$ cat src/rtl/cmp_arbiter_if.sv
// Request/response bundle between the requesting datapath blocks and cmp_arbiter.
// master = requester side, slave = arbiter side.
interface cmp_arbiter_if #(
    parameter int unsigned N    = 16,
    parameter int unsigned NREQ = 4
);
    logic [NREQ-1:0]   req;
    logic [NREQ*N-1:0] a_in;
    logic [NREQ*N-1:0] b_in;
    logic [NREQ-1:0]   gnt;
    logic [NREQ-1:0]   done;
    logic              lesser;
    logic              greater;
    logic              equal;
    logic              busy;

    modport master (
        output req, a_in, b_in,
        input  gnt, done, lesser, greater, equal, busy
    );

    modport slave (
        input  req, a_in, b_in,
        output gnt, done, lesser, greater, equal, busy
    );
endinterface

$ cat src/rtl/cmp_arbiter.sv
// Round-robin arbiter sharing one unsigned magnitude comparator among NREQ requesters.
// Sequence per request: IDLE (capture) -> CMP (gnt, evaluate) -> RESP (done, flags valid).
module cmp_arbiter #(
    parameter int unsigned N    = 16,
    parameter int unsigned NREQ = 4
) (
    input  logic        clk,
    input  logic        rst,
    cmp_arbiter_if.slave bus
);
    localparam int unsigned IDW = (NREQ > 1) ? $clog2(NREQ) : 1;

    typedef enum logic [1:0] {
        IDLE = 2'd0,
        CMP  = 2'd1,
        RESP = 2'd2
    } state_t;

    state_t          state;
    state_t          state_next;
    logic [IDW-1:0]  ptr;
    logic [IDW-1:0]  id;
    logic [IDW-1:0]  win;
    logic [IDW-1:0]  ptr_next;
    logic            found;
    logic [N-1:0]    op_a;
    logic [N-1:0]    op_b;
    logic [N-1:0]    a_arr [NREQ];
    logic [N-1:0]    b_arr [NREQ];
    logic [NREQ-1:0] gnt_d;
    logic [NREQ-1:0] done_d;
    logic            busy_d;
    int unsigned     idx;

    for (genvar g = 0; g < NREQ; g++) begin : g_unpack
        assign a_arr[g] = bus.a_in[g*N +: N];
        assign b_arr[g] = bus.b_in[g*N +: N];
    end

    // First requester found searching ptr, ptr+1, ... modulo NREQ
    always_comb begin
        found = 1'b0;
        win   = ptr;
        idx   = 0;
        for (int unsigned k = 0; k < NREQ; k++) begin
            idx = (32'(ptr) + k) % NREQ;
            if (!found && bus.req[IDW'(idx)]) begin
                found = 1'b1;
                win   = IDW'(idx);
            end
        end
    end

    assign ptr_next = (id == IDW'(NREQ - 1)) ? '0 : id + IDW'(1);

    always_ff @(posedge clk or posedge rst) begin
        if (rst) begin
            state <= IDLE;
        end else begin
            state <= state_next;
        end
    end

    always_comb begin
        state_next = state;
        case (state)
            IDLE:    if (found) state_next = CMP;
            CMP:     state_next = RESP;
            RESP:    state_next = IDLE;
            default: state_next = IDLE;
        endcase
    end

    // Next values of the registered handshake outputs
    always_comb begin
        gnt_d  = '0;
        done_d = '0;
        busy_d = (state_next != IDLE);
        if (state == IDLE && state_next == CMP) begin
            gnt_d[win] = 1'b1;
        end
        if (state == CMP) begin
            done_d[id] = 1'b1;
        end
    end

    always_ff @(posedge clk or posedge rst) begin
        if (rst) begin
            ptr         <= '0;
            id          <= '0;
            op_a        <= '0;
            op_b        <= '0;
            bus.gnt     <= '0;
            bus.done    <= '0;
            bus.busy    <= 1'b0;
            bus.lesser  <= 1'b0;
            bus.greater <= 1'b0;
            bus.equal   <= 1'b0;
        end else begin
            bus.gnt  <= gnt_d;
            bus.done <= done_d;
            bus.busy <= busy_d;
            case (state)
                IDLE: begin
                    if (found) begin
                        id   <= win;
                        op_a <= a_arr[win];
                        op_b <= b_arr[win];
                    end
                end
                CMP: begin
                    bus.lesser  <= (op_a < op_b);
                    bus.greater <= (op_a > op_b);
                    bus.equal   <= (op_a == op_b);
                end
                RESP: ptr <= ptr_next;
                default: ;
            endcase
        end
    end
endmodule

$ cat src/flat_wrapper.sv
// flat-port wrapper written by rule: the top's interface ports become plain ports
module cmp_arbiter_flat 
#(
    parameter int unsigned N    = 16,
    parameter int unsigned NREQ = 4
)
  (clk, rst, bus_req, bus_a_in, bus_b_in, bus_gnt, bus_done, bus_lesser, bus_greater, bus_equal, bus_busy);
  cmp_arbiter_if #(.N(N), .NREQ(NREQ)) bus_i ();
  input  logic clk;
  input  logic rst;
  input wire logic [$bits(bus_i.req)-1:0] bus_req;
  input wire logic [$bits(bus_i.a_in)-1:0] bus_a_in;
  input wire logic [$bits(bus_i.b_in)-1:0] bus_b_in;
  output wire logic [$bits(bus_i.gnt)-1:0] bus_gnt;
  output wire logic [$bits(bus_i.done)-1:0] bus_done;
  output wire logic [$bits(bus_i.lesser)-1:0] bus_lesser;
  output wire logic [$bits(bus_i.greater)-1:0] bus_greater;
  output wire logic [$bits(bus_i.equal)-1:0] bus_equal;
  output wire logic [$bits(bus_i.busy)-1:0] bus_busy;
  assign bus_i.req = bus_req;
  assign bus_i.a_in = bus_a_in;
  assign bus_i.b_in = bus_b_in;
  assign bus_gnt = bus_i.gnt;
  assign bus_done = bus_i.done;
  assign bus_lesser = bus_i.lesser;
  assign bus_greater = bus_i.greater;
  assign bus_equal = bus_i.equal;
  assign bus_busy = bus_i.busy;
  cmp_arbiter #(.N(N), .NREQ(NREQ)) u_core (.clk(clk), .rst(rst), .bus(bus_i));
endmodule
$ cat config.mk
export PLATFORM = sky130hd
export DESIGN_NAME = cmp_arbiter_flat
export DESIGN_NICKNAME = d
export VERILOG_FILES = /design/src/rtl/cmp_arbiter_if.sv /design/src/rtl/cmp_arbiter.sv /design/src/flat_wrapper.sv
export SDC_FILE = /design/constraint.sdc
export NUM_CORES = 1
export LEC_CHECK = 0
export BUFFER_PORTS_ARGS = -buffer_cell sky130_fd_sc_hd__buf_2
export CAP_MARGIN = 0
export CORE_MARGIN = 1
export CORE_UTILIZATION = 50
export CTS_CLUSTER_SIZE = 30
export DETAILED_ROUTE_END_ITERATION = 8
export GPL_ROUTABILITY_DRIVEN = 0
export GPL_TIMING_DRIVEN = 0
export MAX_ROUTING_LAYER = met4
export PLACE_DENSITY = 0.83
export SETUP_SLACK_MARGIN = 0.2
export SYNTH_ARGS = -nofsm -noshare
export SYNTH_HDL_FRONTEND = slang
export SYNTH_SLANG_ARGS = --single-unit
$ cat constraint.sdc
create_clock -name clk -period 3.6 [get_ports clk]
set_input_delay 0.18 -clock clk [delete_from_list [all_inputs] [get_ports clk]]
set_output_delay 0.18 -clock clk [all_outputs]
set_load 0.05 [all_outputs]
==> results of run 1 <==
-- power by group through the flow --
stage          combinational [mW]  sequential, mW  clock, mW
4_1_cts                      2.18           0.999      0.349
3_5_place_dp                 2.17            1.01          0
2_1_floorplan                1.47            1.12          0
5_1_grt                      2.42            1.03      0.374
3_3_place_gp                 2.09           0.998          0
6_report                     2.20            1.00      0.353
-- final timing paths --
| kind | start | to | slack, ns | cells past startpoint |
|---|---|---|---|---|
| setup / recovery | u_core.ptr[0] | u_core.op_a[3] | 1.42 | 5 |
| hold / removal | bus_a_in[26] | u_core.op_a[10] | 0.15 | 3 |
| setup reg to reg | u_core.ptr[0] | u_core.op_a[3] | 1.42 | 5 |
| hold reg to reg | u_core.bus.equal | u_core.bus.equal | 0.48 | 2 |
| max in group asynchronous | rst | u_core.op_a[10] | 2.64 | 4 |
| min in group asynchronous | rst | u_core.op_b[5] | 0.44 | 3 |
-- cell type report --
type / instances / area, µm² / area share
plain buffers: 33 / 161 / 0.0351
clock buffers: 6 / 82.6 / 0.0179
clock inverters: 2 / 12.5 / 0.00272
inverters: 23 / 86.3 / 0.0187
multi-input cells: 292 / 2150 / 0.467
flip-flops and latches: 50 / 1250 / 0.272
well taps: 96 / 120 / 0.0261
repair buffers: 144 / 741 / 0.161
-- kinds of logic (layout without fill, tap and decap cells) --
family	count (synthesis)	after routing	synth area share
simple gates	122	122	0.199
flops	50	50	0.343
fa+ha+maj	20	20	0.0686
buf+inv	56	208	0.0679
compound gates	129	129	0.264
mux	21	21	0.0580
-- worst max-delay path, delay by kind of cell (launching register included) --
kind            cells  cell delay [ns]
simple gates        1             0.23
compound gates      4             1.32
flops               1             0.48
-- flip-flops by register name (all words and copies together) (netlist names), 2 cells and up --
| signal | cells |
|---|---|
| u_core.bus.done | 4 |
| u_core.bus.gnt | 4 |
| u_core.id | 2 |
| u_core.op_a | 16 |
| u_core.op_b | 16 |
| u_core.ptr | 2 |
| u_core.state | 2 |
-- per-stage QoR --
step                hold slack (ns)   util  total power, mW  worst slack (ns)
CTS                           0.156  0.667             3.52              1.49
global placement              0.457  0.649             3.09              1.56
detailed placement            0.251  0.651             3.17              1.50
global route                  0.183  0.667             3.82              1.41
floorplan                     0.362      -             2.58              1.84
finish                        0.150  0.667             3.56              1.42
-- cell usage in the layout (no fill, tap or decap), drive strengths merged, types with 2 or more instances in the layout --
master	instances
a2111oi	9
a211o	2
a211oi	4
a21oi	17
a221oi	6
a32oi	23
and2	4
and4	21
buf	157
clkbuf	25
dfrtp	50
ha	20
inv	23
mux2i	20
nand2	11
nand2b	18
nand3	3
nand4	2
nor2	35
nor2b	4
nor3	9
nor4	2
o21a	3
o21ai	27
o21bai	2
o22ai	12
o31a	12
o31ai	3
or2b	8
-- routing by layer --
layer  share of wire  global-route usage  vias to the layer above
met2            0.49               0.489                      179
met5               0                   -                        -
li1                -                   -                     1806
met4           0.029              0.0999                        0
met3           0.071              0.0417                       30
met1            0.41               0.354                     1790
==> key figures, run 1 <==
Synth
  – Cell variety after synth: 55
  – Register area share after synthesis: 0.343
  – Gate Count Post-Synth: 398
  – Seq cells post-synth: 50
  – FFs w/ async S/R, synth: 1.00
  – Synth top cells by count: 50 x dfrtp_1, 35 x nor2_1, 26 x o21ai_0, 23 x a32oi_1, 22 x inv_1
  – YS warnings: 0
  – Syn Area/Cell: just over 9 µm²
  – Number of synthesized flops with an enable pin: 0
  – Cell with the most instances after synthesis: dfrtp_1
  – Synth Flop Type: dfrtp_1
  – Cell Area, Synth: 3650 µm²
  – Top post-synthesis cells by area: dfrtp_1 34%, ha_1 6.9%, a32oi_1 5.5%
  – Mapped Nets: between 500 and 600
  – Area share of the largest cell type after synthesis: 0.343
  – Synth area leader: dfrtp_1

Clock tree
  – Post-cts gate resize count: 0
  – # Post-CTS Setup Buffers: 0
  – Htree depth: 2
  – CTS sink count: 50
  – Clk buf depth: 2
  – CTS tree: built
  – TritonCTS buffer count: 5
  – Skew-Pair Late Insertion Delay: 0.31 ns
  – Clock-pin slew on the worst setup and hold paths: 0.10 ns
  – Root Buffer: clkbuf_8
  – Hold-fix buffers, CTS: 1

Place
  – Port Buffers: 142
  – Inst Count DP: 637
  – Hpwl dp: 8430 µm
  – Area after DPL: between 4000 and 5000 µm²

Power and ir drop
  – Leakage: 2.21 nW
  – Flop pwr share: 0.282
  – Pwr/cell area: 773 nW/µm²
  – VDD IR max: 326 µV
  – Net Sw Power: roughly 1.7 mW
  – Sw Share: 0.480
  – Share of total power in combinational logic: 0.619
  – Clock Power Share: 0.099
  – Pint: 1.85 mW

Critical path
  – Slowest-stage cell, CP: a2111oi_0
  – Critical setup path kind: register to register
  – Worst EP required: 3.76 ns
  – Largest stage delay, worst path: 0.65 ns
  – Critical path cell sequence: nand2b_1, a221oi_2, o22ai_2, a2111oi_0, a211oi_1
  – Crit. End Element: register
  – Crit path max fanout: 9
  – Critical Path Source Type: register
  – CP Data Arrival Time: 2.35 ns

Timing
  – Hold Vio Cnt, Final: 0
  – Worst Max-Slew Pin Slew: 0.652 ns
  – Final Max Slew Viols: 0
  – Final period util: 0.606
  – Setup Skew: 0.00732 ns
  – Slew HR: 0.554
  – RSZ-0062 raised after global routing: false
  – TNS Setup: 0 ns
  – Setup violators final: 0
  – Final Critical Period: 2.18 ns
  – Achievable Freq: 458 MHz

Floorplan
  – Ports: ~150
  – Die W: 87.4 µm
  – Die area: approximately 7600 µm²
  – Placement row count: 30
  – Height of the die: between 80 and 90 µm
  – Core ar.: 6910 µm²
  – Initial Utilization: 0.528

Finish
  – Layout area overhead: 26.2%
  – Final cell count without fillers: 646
  – Share of cells above drive strength 1: 0.327
  – Nets: between 700 and 800
  – Final Cell Area: 4600 µm²
  – # diodes: 0
  – Fillers: 607

Routing
  – Initial DRT Pass Iterations: 5
  – Routed Antenna Nets: 0
  – DR iter-0 viols: 368
  – DR vias: 3,805
  – Final wirelength: 10,600 µm
  – Vias/cell: 5.89
  – # DRC: 0
  – DR WL/cell: between 15 and 20 µm

Status
  – Run status: complete, no violations

Flow run
  – Max-cap violations: 0

GRT
  – Initial antenna violation count: 0
  – Global-route wire length before repair: 16,400 µm
  – Vias in the first global route: 3,536
  – Gr ovfl total: 0
  – Largest net degree at the start of global routing: 27
  – Tot GR Track Use: 0.290

Worst hold path
  – HP Class: primary input to register
No activity file was read; power rests on OpenSTA's default activity.
==> run 2: changes to the inputs <==
Settings changed: CORE_UTILIZATION 50 to 45, PLACE_DENSITY 0.83 to 0.79.
Clock period 3.6 ns to 1.82 ns, I/O delays scaled along.
==> key figures, run 2 (same netlist as run 1, synthesis figures left out) <==
Status
  – Run status: finished with violations
  – Failing checks: setup timing

Clock tree
  – CTS sink count: 50
  – CTS tree: built
  – Skew-Pair Late Insertion Delay: 0.32 ns
  – Htree depth: 2
  – Clock-pin slew on the worst setup and hold paths: ~0.10 ns
  – TritonCTS buffer count: 5
  – Root Buffer: clkbuf_8
  – Clk buf depth: 2

Place
  – Inst Count DP: 643
  – Pre-CTS WS: -0.253 ns
  – Port Buffers: 142
  – Hpwl dp: 8750 µm

Timing
  – Setup Skew: 0.00764 ns
  – Hold Vio Cnt, Final: 0
  – Achievable Freq: 526 MHz
  – Hold WS: 0.0547 ns
  – Setup violators final: 27
  – Worst Max-Slew Pin Slew: approximately 0.56 ns
  – Final Max Slew Viols: 0
  – RSZ-0062 raised after global routing: true
  – TNS Setup: -1.06 ns
  – Final period util: 1.04
  – Slew HR: 0.627
  – Final Critical Period: 1.90 ns
  – Final worst setup slack: -0.0809 ns

Routing
  – Final wirelength: 12,700 µm
  – DR vias: 4,066
  – Routed Antenna Nets: 0
  – Vias/cell: 6.02
  – Initial DRT Pass Iterations: 5
  – # DRC: 0
  – DR WL/cell: 18.9 µm
  – DR iter-0 viols: 270

Worst hold path
  – Hold worst-path end: u_core.op_a[11]
  – Hold path start: bus_a_in[27]
  – HP Class: primary input to register
  – Hold-critical path depth: 3

Power and ir drop
  – Clock Power Share: 0.076
  – Overall Power: 9.07 mW
  – Net Sw Power: around 4.3 mW
  – VDD IR max: roughly 650 µV
  – Flop pwr share: 0.230
  – Pwr/cell area: about 1700 nW/µm²
  – Share of total power in combinational logic: 0.694
  – Pint: 4.73 mW
  – Leakage: 2.45 nW
  – Sw Share: 0.479

Finish
  – Top flop regs: u_core.op_a: 16 flops, u_core.op_b: 16 flops
  – # diodes: 0
  – Leading cell types in the layout, fill and taps excluded: 149 x buf_2, 47 x dfrtp_1, 33 x nor2_1
  – Commonest non-fill, non-tap cell in the layout: buf_2
  – Layout area overhead: 49.2%
  – Share of cells above drive strength 1: 0.496
  – Final cell count without fillers: about 680
  – Nets: 726

GRT
  – Tot GR Track Use: 0.296
  – Largest net degree at the start of global routing: 28
  – Vias in the first global route: 3,837
  – Gr ovfl total: 0
  – Initial antenna violation count: 0
  – Global-route wire length before repair: approximately 19,000 µm

Floorplan
  – Height of the die: 92.0 µm
  – Die W: 92.0 µm
  – Core ar.: a little under 8000 µm²
  – Die area: 8470 µm²
  – Ports: 146
  – Placement row count: 32
  – Initial Utilization: 0.470

Critical path
  – Delay-heaviest family, CP: simple AND/OR/NAND/NOR gates
  – Critical Path Source Type: register
  – R2R Path End: u_core.op_a[14]
  – Crit path buffers/inverters: 2
  – Crit path max fanout: 10
  – Worst EP required: 2.02 ns
  – RR Startpoint: u_core.ptr[0]
  – Path depth of the worst reg2reg path: 7
  – CP Data Arrival Time: around 2.1 ns
  – Largest stage delay, worst path: 0.47 ns
  – Crit. End Element: register
  – Critical path cell sequence: nor3b_2, or3_4, buf_4, buf_6, and4_1, o21ai_2, a21oi_1
  – Slowest-stage cell, CP: dfrtp_2
  – Setup slack, reg-to-reg: -0.08 ns
  – Critical path origin: u_core.ptr[0]
  – WP depth: 7
  – Critical setup path kind: register to register

Flow run
  – Max-cap violations: 0
==> run 2: area by class of cell <==
cell class / count / area, µm²
plain buffers: 33 / 294
clock buffers: 5 / 68.8
clock inverters: 3 / 25.0
fillers: 587 / 2320
inverters: 23 / 86.3
multi-input cells: 292 / 2660
flip-flops and latches: 50 / 1250
well taps: 102 / 128
repair buffers: 167 / 933
==> run 2: timing repair <==
action,in CTS,in global routing
endpoints found under the setup margin,40,40
hold buffers,1,0
endpoints found under the hold margin,23,0
setup buffers,13,9
gates cloned,1,0
pin swaps,11,20
resized for setup,87,54
==> run 2: power by group through the flow <==
| stage | logic, mW | clock network, mW | registers (mW) |
|---|---|---|---|
| after CTS | 5.52 | 0.684 | 2.01 |
| after global placement | 4.27 | 0 | 1.98 |
| after floorplan | 3.04 | 0 | 2.21 |
| after detailed placement | 4.43 | 0 | 2.01 |
| final | 6.30 | 0.691 | 2.08 |
| after global routing | 6.76 | 0.725 | 2.13 |
==> run 2: worst min-delay path, delay by kind of cell <==
kind | cells | cell delay [ns]
buffers and inverters | 1 | 0.08
AO/OA/AOI/OAI | 2 | 0.16
==> run 2: how the worst max path moves through the flow <==
stage                      end
2_1_floorplan   u_core.op_a[0]
3_3_place_gp   u_core.op_a[12]
3_5_place_dp    u_core.op_a[5]
4_1_cts         u_core.op_b[7]
5_1_grt         u_core.op_b[2]
6_report       u_core.op_a[14]
==> run 2: through the flow <==
step           area [µm²]   util
2_1_floorplan        3730      -
3_3_place_gp         4570  0.588
5_1_grt              5450  0.701
6_report             5450  0.701
3_5_place_dp         4590  0.590
4_1_cts              5160  0.665
==> run 2: layer usage <==
layer  wire [µm]  vias to the layer above  global-route usage
met5           0                        -                   -
met4         384                        0               0.118
met3         978                       36              0.0373
met2        6220                      232               0.483
met1        5160                     1944               0.373
li1            -                     1854                   -
==> run 3: changes to the inputs <==
Settings changed: CORE_ASPECT_RATIO from default to 0.9.
==> key figures, run 3 (same netlist as run 1, synthesis figures left out) <==
Clock tree
  – Root Buffer: clkbuf_8
  – CTS tree: built
  – Htree depth: 2
  – TritonCTS buffer count: 5
  – Clk buf depth: 2
  – Skew-Pair Late Insertion Delay: 0.32 ns
  – CTS sink count: 50
  – Clock-pin slew on the worst setup and hold paths: between 0.1 and 0.15 ns

Critical path
  – Crit path max fanout: 10
  – Critical Path Source Type: register
  – Setup slack, reg-to-reg: -0.13 ns
  – Crit. End Element: register
  – Slowest-stage cell, CP: dfrtp_2
  – Path depth of the worst reg2reg path: 6
  – Critical path cell sequence: nor3b_4, or3_4, nand3_4, buf_12, mux2i_2, o22ai_1
  – Largest stage delay, worst path: 0.47 ns
  – CP Data Arrival Time: 2.12 ns
  – RR Startpoint: u_core.ptr[0]
  – R2R Path End: u_core.op_b[14]
  – Critical setup path kind: register to register
  – Worst EP required: 1.99 ns

GRT
  – Vias in the first global route: a little over 4k
  – Global-route wire length before repair: 19,700 µm
  – GRT met2 Usage: 0.511
  – Initial antenna violation count: 0
  – Largest net degree at the start of global routing: 27
  – Gr ovfl total: 0
  – Met1 usage: 0.350
  – Met3 Use GR: 0.0578
  – Layer with the highest usage: met2
  – Tot GR Track Use: 0.306

Power and ir drop
  – Pwr/cell area: 1720 nW/µm²
  – Leakage: 2.44 nW
  – Overall Power: around 9.2 mW
  – VDD IR max: 675 µV

Worst hold path
  – Hold worst-path end: u_core.op_b[0]
  – Hold path start: bus_b_in[16]
  – HP Class: primary input to register
  – Hold-critical path depth: 3

Finish
  – Share of cells above drive strength 1: 0.491
  – # diodes: 0
  – Final cell count without fillers: 660
  – Fillers: about 550
  – Top flop regs: u_core.op_a: 16 flops, u_core.op_b: 16 flops
  – Reg area: between 1000 and 1500 µm²
  – Area of the multi-input gates: 2640 µm²
  – Nets: 717
  – Commonest non-fill, non-tap cell in the layout: buf_2
  – Leading cell types in the layout, fill and taps excluded: 150 x buf_2, 48 x dfrtp_1, 32 x nor2_1
  – Layout area overhead: 47.2%

Status
  – Failing checks: setup timing
  – Run status: finished with violations

Floorplan
  – Initial Utilization: 0.474
  – Placement row count: 30
  – Core ar.: 7690 µm²
  – Die W: 96.9 µm
  – Ports: 146
  – Height of the die: approximately 87 µm
  – Die area: 8470 µm²

Routing
  – DR vias: 4,190
  – # DRC: 0
  – DR iter-0 viols: 461
  – Routed Antenna Nets: 0
  – Initial DRT Pass Iterations: 6
  – Vias/cell: 6.35
  – DR WL/cell: 20.5 µm
  – Final wirelength: 13,500 µm

Timing
  – Achievable Freq: 513 MHz
  – Setup Skew: 0.0108 ns
  – Hold Vio Cnt, Final: 0
  – Final Critical Period: 1.95 ns
  – Setup violators final: 31
  – Final Max Slew Viols: 0
  – Final worst setup slack: -0.129 ns
  – Slew HR: 0.616
  – RSZ-0062 raised after global routing: true
  – Worst Max-Slew Pin Slew: 0.575 ns
  – Hold WS: 0.0596 ns
  – Final period util: 1.07

Flow run
  – Max-cap violations: 0

Place
  – Hpwl dp: 9040 µm
  – Pre-CTS WS: -0.211 ns
  – Inst Count DP: approximately 640
  – Port Buffers: around 140
==> run 3: repair_timing <==
| item | 4_1_cts | 5_1_grt |
|---|---|---|
| gates resized for setup | 82 | 56 |
| setup buffers | 8 | 6 |
| setup endpoints to repair | 41 | 40 |
| endpoints found under the hold margin | 25 | 0 |
| pin swaps | 10 | 14 |
| hold buffers | 1 | 0 |
==> run 3: area by class of cell <==
type,instances,area share
inverter,23,0.0161
tap,96,0.0224
buffer,33,0.0545
clock buffer,5,0.0128
multi-input combinational,292,0.491
timing repair buffer,158,0.157
clock inverter,3,0.0128
sequential,50,0.234
==> run 3: critical path, delay by kind of cell, from the launching register on <==
family          cells  cell delay [ns]
simple gates        3             0.76
flops               1             0.47
mux                 1             0.26
buf+inv             1             0.17
compound gates      1             0.14
==> run 3: worst max path at each step <==
stage | start | endpoint | slack (ns)
finish | u_core.ptr[0] | u_core.op_b[14] | -0.13
global route | u_core.ptr[0] | u_core.op_b[1] | -0.14
floorplan | u_core.ptr[0] | u_core.op_a[0] | 0.15
global placement | u_core.ptr[1] | u_core.op_a[6] | -0.14
CTS | u_core.ptr[0] | u_core.op_b[10] | -0.005
detailed placement | u_core.ptr[0] | u_core.op_a[5] | -0.21
==> run 3: per-stage QoR <==
step	util	cell area [µm²]	setup TNS, ns
6_report	0.698	5370	-1.34
3_5_place_dp	0.595	4580	-3.77
3_3_place_gp	0.592	4560	-4.05
5_1_grt	0.698	5370	-2.04
2_1_floorplan	-	3730	0
4_1_cts	0.664	5110	-0.0175
==> run 3: per-layer routing <==
metal  part of all wire  routed length [µm]  vias up
li1                   -                   -     1839
met1               0.38                5110     1967
met2               0.49                6610      303
met3              0.087                1180       81
met4              0.046                 623        0
met5                  0                   0        -
==> run 3: power by group <==
group	leakage, nW	internal (mW)	switching, mW	total, mW
Clock	0.0683	0.551	0.416	0.966
Sequential	0.586	1.64	0.411	2.06
Combinational	1.78	2.64	3.56	6.20
